$ cat src/rtl/muldiv_unit_if.sv
`default_nettype none
// ============================================================================
// Module      : muldiv_unit_if
// Description : Issue/retire bundle between decode, register bank and the
//               multi-cycle multiply/divide unit.
//               master : issue side (drives start/op/operands/destination,
//                        observes busy/done/write-back)
//               slave  : the execute unit itself
// Revision    : 1.0 - initial release
// ============================================================================
interface muldiv_unit_if #(
  parameter int WIDTH  = 32,
  parameter int ADDR_W = 5
);
  logic              start;
  logic [1:0]        op;
  logic [WIDTH-1:0]  rs1_data;
  logic [WIDTH-1:0]  rs2_data;
  logic [ADDR_W-1:0] rd_addr_in;
  logic              busy;
  logic              done;
  logic              rd_we;
  logic [ADDR_W-1:0] rd_addr;
  logic [WIDTH-1:0]  rd_data;

  modport master (
    output start, op, rs1_data, rs2_data, rd_addr_in,
    input  busy, done, rd_we, rd_addr, rd_data
  );

  modport slave (
    input  start, op, rs1_data, rs2_data, rd_addr_in,
    output busy, done, rd_we, rd_addr, rd_data
  );
endinterface
`default_nettype wire

$ cat src/rtl/muldiv_unit.sv
`default_nettype none
// ============================================================================
// Module      : muldiv_unit
// Description : Multi-cycle unsigned MUL / MULHU / DIVU / REMU execute unit.
//               One shift-add or restoring-subtract step per clock, 32 steps,
//               result returned as a register-bank write.
// Ports       : clk  - system clock, rising edge
//               rst  - asynchronous active-high reset
//               mdu  - slave side of muldiv_unit_if:
//                      start/op/rs1_data/rs2_data/rd_addr_in in,
//                      busy/done/rd_we/rd_addr/rd_data out
// Revision    : 1.0 - initial release
// ============================================================================
module muldiv_unit #(
  parameter int WIDTH  = 32,
  parameter int ADDR_W = 5
) (
  input  logic         clk,
  input  logic         rst,
  muldiv_unit_if.slave mdu
);

  localparam int                 CNT_W    = $clog2(WIDTH) + 1;
  // Iterations run with the counter at 0..WIDTH-1; the terminal count WIDTH
  // spends one extra RUN cycle registering the selected result into DONE.
  localparam logic [CNT_W-1:0]   LAST_CNT = CNT_W'(WIDTH);

  typedef enum logic [1:0] {
    S_IDLE = 2'd0,
    S_RUN  = 2'd1,
    S_DONE = 2'd2
  } state_t;

  state_t              state_q;
  logic [CNT_W-1:0]    cnt_q;
  logic [1:0]          op_q;
  logic [WIDTH-1:0]    a_q;        // multiplicand / dividend (shifts left for divide)
  logic [WIDTH-1:0]    b_q;        // multiplier (shifts right) / divisor
  logic [ADDR_W-1:0]   rd_q;
  logic [2*WIDTH-1:0]  acc_q;      // {hi, lo}: product, or {remainder, quotient}
  logic                busy_q;
  logic                done_q;
  logic                we_q;
  logic [ADDR_W-1:0]   rd_addr_q;
  logic [WIDTH-1:0]    rd_data_q;

  logic [WIDTH:0]      mul_sum_d;
  logic [WIDTH:0]      rem_sh_d;
  logic [WIDTH+1:0]    diff_d;
  logic                borrow_d;
  logic [2*WIDTH-1:0]  acc_d;

  // One iteration of either datapath. op_q[1] selects divide.
  always_comb begin
    mul_sum_d = {1'b0, acc_q[2*WIDTH-1:WIDTH]} + (b_q[0] ? {1'b0, a_q} : '0);
    // Partial remainder with the next dividend bit (MSB first) shifted in.
    rem_sh_d  = {acc_q[2*WIDTH-1:WIDTH], a_q[WIDTH-1]};
    // Extra headroom bit keeps the borrow unambiguous for any 33-bit trial.
    diff_d    = {1'b0, rem_sh_d} - {2'b00, b_q};
    borrow_d  = diff_d[WIDTH+1];
    if (!op_q[1]) begin
      // Shift-add: carry and sum enter the top, product bits walk down.
      acc_d = {mul_sum_d, acc_q[WIDTH-1:1]};
    end else begin
      // Restoring step: keep the shifted remainder on borrow, else the
      // difference; quotient bit is the inverse of the borrow. A zero
      // divisor never borrows, giving all-ones quotient and rem = dividend.
      acc_d = {(borrow_d ? rem_sh_d[WIDTH-1:0] : diff_d[WIDTH-1:0]),
               acc_q[WIDTH-2:0], ~borrow_d};
    end
  end

  always_ff @(posedge clk or posedge rst) begin
    if (rst) begin
      state_q   <= S_IDLE;
      cnt_q     <= '0;
      op_q      <= '0;
      a_q       <= '0;
      b_q       <= '0;
      rd_q      <= '0;
      acc_q     <= '0;
      busy_q    <= 1'b0;
      done_q    <= 1'b0;
      we_q      <= 1'b0;
      rd_addr_q <= '0;
      rd_data_q <= '0;
    end else begin
      done_q <= 1'b0;
      we_q   <= 1'b0;
      case (state_q)
        S_IDLE: begin
          if (mdu.start) begin
            state_q <= S_RUN;
            op_q    <= mdu.op;
            a_q     <= mdu.rs1_data;
            b_q     <= mdu.rs2_data;
            rd_q    <= mdu.rd_addr_in;
            acc_q   <= '0;
            cnt_q   <= '0;
            busy_q  <= 1'b1;
          end
        end
        S_RUN: begin
          if (cnt_q != LAST_CNT) begin
            acc_q <= acc_d;
            cnt_q <= cnt_q + 1'b1;
            if (op_q[1]) begin
              a_q <= a_q << 1;
            end else begin
              b_q <= b_q >> 1;
            end
          end else begin
            state_q   <= S_DONE;
            done_q    <= 1'b1;
            we_q      <= (rd_q != '0);
            rd_addr_q <= rd_q;
            // op_q[0] picks the high half: MULHU product hi, REMU remainder.
            rd_data_q <= op_q[0] ? acc_q[2*WIDTH-1:WIDTH] : acc_q[WIDTH-1:0];
          end
        end
        S_DONE: begin
          state_q <= S_IDLE;
          busy_q  <= 1'b0;
        end
        default: begin
          state_q <= S_IDLE;
          busy_q  <= 1'b0;
        end
      endcase
    end
  end

  assign mdu.busy    = busy_q;
  assign mdu.done    = done_q;
  assign mdu.rd_we   = we_q;
  assign mdu.rd_addr = rd_addr_q;
  assign mdu.rd_data = rd_data_q;

endmodule
`default_nettype wire
$ cat src/flat_wrapper.sv
// flat-port wrapper written by rule: the top's interface ports become plain ports
module muldiv_unit_flat 
#(
  parameter int WIDTH  = 32,
  parameter int ADDR_W = 5
)
  (clk, rst, mdu_start, mdu_op, mdu_rs1_data, mdu_rs2_data, mdu_rd_addr_in, mdu_busy, mdu_done, mdu_rd_we, mdu_rd_addr, mdu_rd_data);
  muldiv_unit_if #(.WIDTH(WIDTH), .ADDR_W(ADDR_W)) mdu_i ();
  input  logic clk;
  input  logic rst;
  input wire logic [$bits(mdu_i.start)-1:0] mdu_start;
  input wire logic [$bits(mdu_i.op)-1:0] mdu_op;
  input wire logic [$bits(mdu_i.rs1_data)-1:0] mdu_rs1_data;
  input wire logic [$bits(mdu_i.rs2_data)-1:0] mdu_rs2_data;
  input wire logic [$bits(mdu_i.rd_addr_in)-1:0] mdu_rd_addr_in;
  output wire logic [$bits(mdu_i.busy)-1:0] mdu_busy;
  output wire logic [$bits(mdu_i.done)-1:0] mdu_done;
  output wire logic [$bits(mdu_i.rd_we)-1:0] mdu_rd_we;
  output wire logic [$bits(mdu_i.rd_addr)-1:0] mdu_rd_addr;
  output wire logic [$bits(mdu_i.rd_data)-1:0] mdu_rd_data;
  assign mdu_i.start = mdu_start;
  assign mdu_i.op = mdu_op;
  assign mdu_i.rs1_data = mdu_rs1_data;
  assign mdu_i.rs2_data = mdu_rs2_data;
  assign mdu_i.rd_addr_in = mdu_rd_addr_in;
  assign mdu_busy = mdu_i.busy;
  assign mdu_done = mdu_i.done;
  assign mdu_rd_we = mdu_i.rd_we;
  assign mdu_rd_addr = mdu_i.rd_addr;
  assign mdu_rd_data = mdu_i.rd_data;
  muldiv_unit #(.WIDTH(WIDTH), .ADDR_W(ADDR_W)) u_core (.clk(clk), .rst(rst), .mdu(mdu_i));
endmodule
$ cat config.mk
export PLATFORM = sky130hd
export DESIGN_NAME = muldiv_unit_flat
export DESIGN_NICKNAME = d
export VERILOG_FILES = /design/src/rtl/muldiv_unit_if.sv /design/src/rtl/muldiv_unit.sv /design/src/flat_wrapper.sv
export SDC_FILE = /design/constraint.sdc
export NUM_CORES = 1
export LEC_CHECK = 0
export ABC_AREA = 0
export ABC_CLOCK_PERIOD_IN_PS = 8200
export CAP_MARGIN = 25
export CORE_MARGIN = 1
export CORE_UTILIZATION = 59
export CTS_CLUSTER_DIAMETER = 80
export DETAILED_ROUTE_END_ITERATION = 8
export GPL_TIMING_DRIVEN = 0
export HOLD_SLACK_MARGIN = 0.1
export PLACE_DENSITY = 0.91
export SLEW_MARGIN = 20
export SYNTH_ARGS = -nofsm -noshare
export SYNTH_HDL_FRONTEND = slang
export SYNTH_SLANG_ARGS = --single-unit
$ cat constraint.sdc
create_clock -name clk -period 8.2 [get_ports clk]
set_clock_uncertainty 0.1 [all_clocks]
set_input_delay 1.64 -clock clk [delete_from_list [all_inputs] [get_ports clk]]
set_output_delay 1.64 -clock clk [all_outputs]
set_load 0.03 [all_outputs]
==> results.md <==
- Status: finished, final reports clean
- Most frequent cell after synthesis: nand2_1
- CTS tree: built
- CTS Hold Bufs: 0
- Starting density of the core: 60.1%
- Sequential area share after synthesis: 37.8%
- Row cnt: 52
- Mapped Cells: 1,451
- Worst-path fanout max: 10
- Share of layout cells above drive strength 1: 3.19%
- Die width: 145 um
- Reg area: 0.00458 sq mm
- Mean Syn Cell Area: 8.36 sq um
- # placed instances: 1,836
- CTS sink count: 183
- Syn Nets: 1,594
- Routability Congestion: 0.989
- Minimum clock period: 4.20 ns
- Post-CTS setup buffer count: 0
- Number of buffers created by CTS: 17
- Synth area leaders: dfrtp_1 (38%), nand2_1 (8.8%), ha_1 (6.9%)
- Yosys warnings: 0
- Relative slew margins: 38.5%
- RSZ-0062 raised after global routing: false
- Tcrit/Tclk final: 51.2%
- Post-synth ARST share: 100%
- Fin util: 70.7%
- Critical-path top delay cell: clkbuf_1
- Seq cells post-synth: 183
- Filler Cell Count: 1,558
- First-pass GRT wire length: 57,900 um
- Worst Tran Pin Value: 0.922 ns
- Die height: 145 um
- Iter 0 DRT Violations: 1,080
- CP Launch Type: input pin
- EDFF count, synth: 0
- Yosys top cell area share: 37.8%
- Max-cap violations: 0
- Setup crit end kind: flop
- PostCTS Resize Cnt: 0
- Worst min-delay path category: flop to flop
- Dpl hpwl: 27,500 um
- Port buffer count: 113
- Final worst setup slack: 4.00 ns
- Worst-path cell chain: clkdlybuf4s50_1, and2_1, clkbuf_1, nor2_1, clkbuf_1, clkbuf_1, nand2_1, o31ai_1
- Total gr overflow: 0
- Via/cell ratio: 6.24
- Critical path type: input pin to flop
- Root Buffer: clkbuf_16
- Post-route DRC violation count: 0
- Post-Route WL: 35,900 um
- Final nets: 1,728
- Final instance area: 0.0143 sq mm
- Endpoints failing hold: 0
- Die area: 0.0211 sq mm
- Dominant synthesized flop cell: dfrtp_1
- Final Max Tran Viols: 0
- Layout area overhead: 17.6%
- Place WS: 3.71 ns
- Vias in the first global route: 11,182
- CTS clk-pin slew, worst paths: 0.08 ns
- Final cell count without fillers: 1,868
- Core outline area: 0.0202 sq mm
- Crit path top cell by count: clkbuf_1
- Max Clock Freq: 0.238 GHz
- N_diodes: 0
- Endpoints failing setup: 0
- Slowest stage delay, CP: 0.70 ns
- Via count: 11,655
- Total Routing Usage GR: 34.8%
- WP data required: 8.44 ns
- Clk buf depth: 2
- Worst path arrival time: 4.44 ns
- Multi-input combinational cell area: 0.00698 sq mm
- Post-synth cell types: 68
- Largest net degree at the start of global routing: 98
- DP Area: 0.0136 sq mm
- DRT Pass-1 Iters: 7
- Post-Syn Area: 0.0121 sq mm
- Avg WL per Cell: 19.2 um
- Initial antenna violation count: 0
- Clk_lat worst skew: 0.45 ns
- Post-synth top cells: nand2_1 (285), dfrtp_1 (183), nor2_1 (122)
- H-Tree Depth: 4
- Post-route ant nets: 0
- I/O Pins: 114
- Synth area leader: dfrtp_1
[flip-flops by register name (all words and copies together) (netlist names), 5 cells and up]
| register | cells |
|---|---|
| u_core.mdu.rd_data | 32 |
| u_core.mdu.rd_addr | 5 |
| u_core.rd_q | 5 |
| u_core.cnt_q | 6 |
| u_core.a_q | 32 |
| u_core.acc_q | 64 |
| u_core.b_q | 32 |
[stage by stage]
step                hold slack [ns]  TNS (ns)
floorplan                     0.361         0
global placement              0.361   -136.79
detailed placement            0.368         0
CTS                           0.385         0
global route                  0.401         0
finish                        0.379         0
[metal layers]
layer  vias up  global-route usage (%)  wire length [um]  part of all wire (%)
met2       588                    56.5             16700                    46
li1       5411                       -                 -                     -
met5         -                       0                 0                     0
met4         0                    13.6              1220                   3.4
met1      5549                    46.7             14600                    41
met3       107                    6.11              3370                   9.4
[worst paths after layout]
kind,from,endpoint,slack (ns),depth (start not counted)
worst min-delay path,u_core.mdu.rd_addr[2],u_core.mdu.rd_addr[2],0.38,2
worst max-delay path,mdu_start,u_core.acc_q[10],4.00,8
max in group asynchronous,rst,u_core.a_q[8],5.51,3
worst min register to register,u_core.mdu.rd_addr[2],u_core.mdu.rd_addr[2],0.38,2
worst max register to register,u_core.b_q[0],u_core.acc_q[61],4.00,14
min in group asynchronous,rst,u_core.mdu.rd_data[21],1.61,2
[worst max-delay path, delay by kind of cell]
kind	cells	cell delay, ns
AO/OA/AOI/OAI	1	0.09
buffers and inverters	4	1.84
AND/OR/NAND/NOR	3	0.87
[logic make-up (layout without fill, tap and decap cells)]
family          count (synthesis)  in the layout  share of synthesized area (%)
simple gates                  526            526                           18.6
compound gates                398            398                           21.4
flops                         183            183                           37.8
buf+inv                       145            292                           4.71
mux                            79             79                           6.63
fa+ha+maj                      69             69                           7.24
xor+xnor                       51             51                           3.68
[placed cells by master (no fill, tap or decap), types with 4 or more instances in the layout]
cell and count:
or3_1 4, o21ai_1 11, a21oi_1 78, inv_6 4
mux2i_1 71, inv_1 60, and2_1 36, o31ai_1 39
xor2_1 19, o21bai_1 9, ha_1 67, o211ai_1 6
xnor2_1 32, nand3_1 25, nor2_1 122, and3_1 12
clkbuf_1 75, a32oi_1 4, o21a_1 9, a21o_1 24
and4_1 7, mux2_1 7, nor4b_1 4, o221ai_1 5
clkdlybuf4s50_1 113, a211oi_1 16, nand2_1 285, nand2b_1 7
clkinv_8 6, a2111oi_0 4, clkbuf_16 17, nand4_1 7
dfrtp_1 183, a22oi_1 9, o21ai_0 78, nor3_1 9
buf_2 4, a31oi_1 74
[area by class of cell]
type                       instances  area share [%]
multi-input combinational       1123            48.9
timing repair buffer             115            8.18
tap                              270            2.37
sequential                       183            32.1
clock buffer                      17            2.98
inverter                          62            1.68
clock inverter                    15            1.38
buffer                            83            2.38
Power is left out: the tool's default activity adds up to more than one toggle a clock period on the data nets, which glitch-free logic cannot reach.
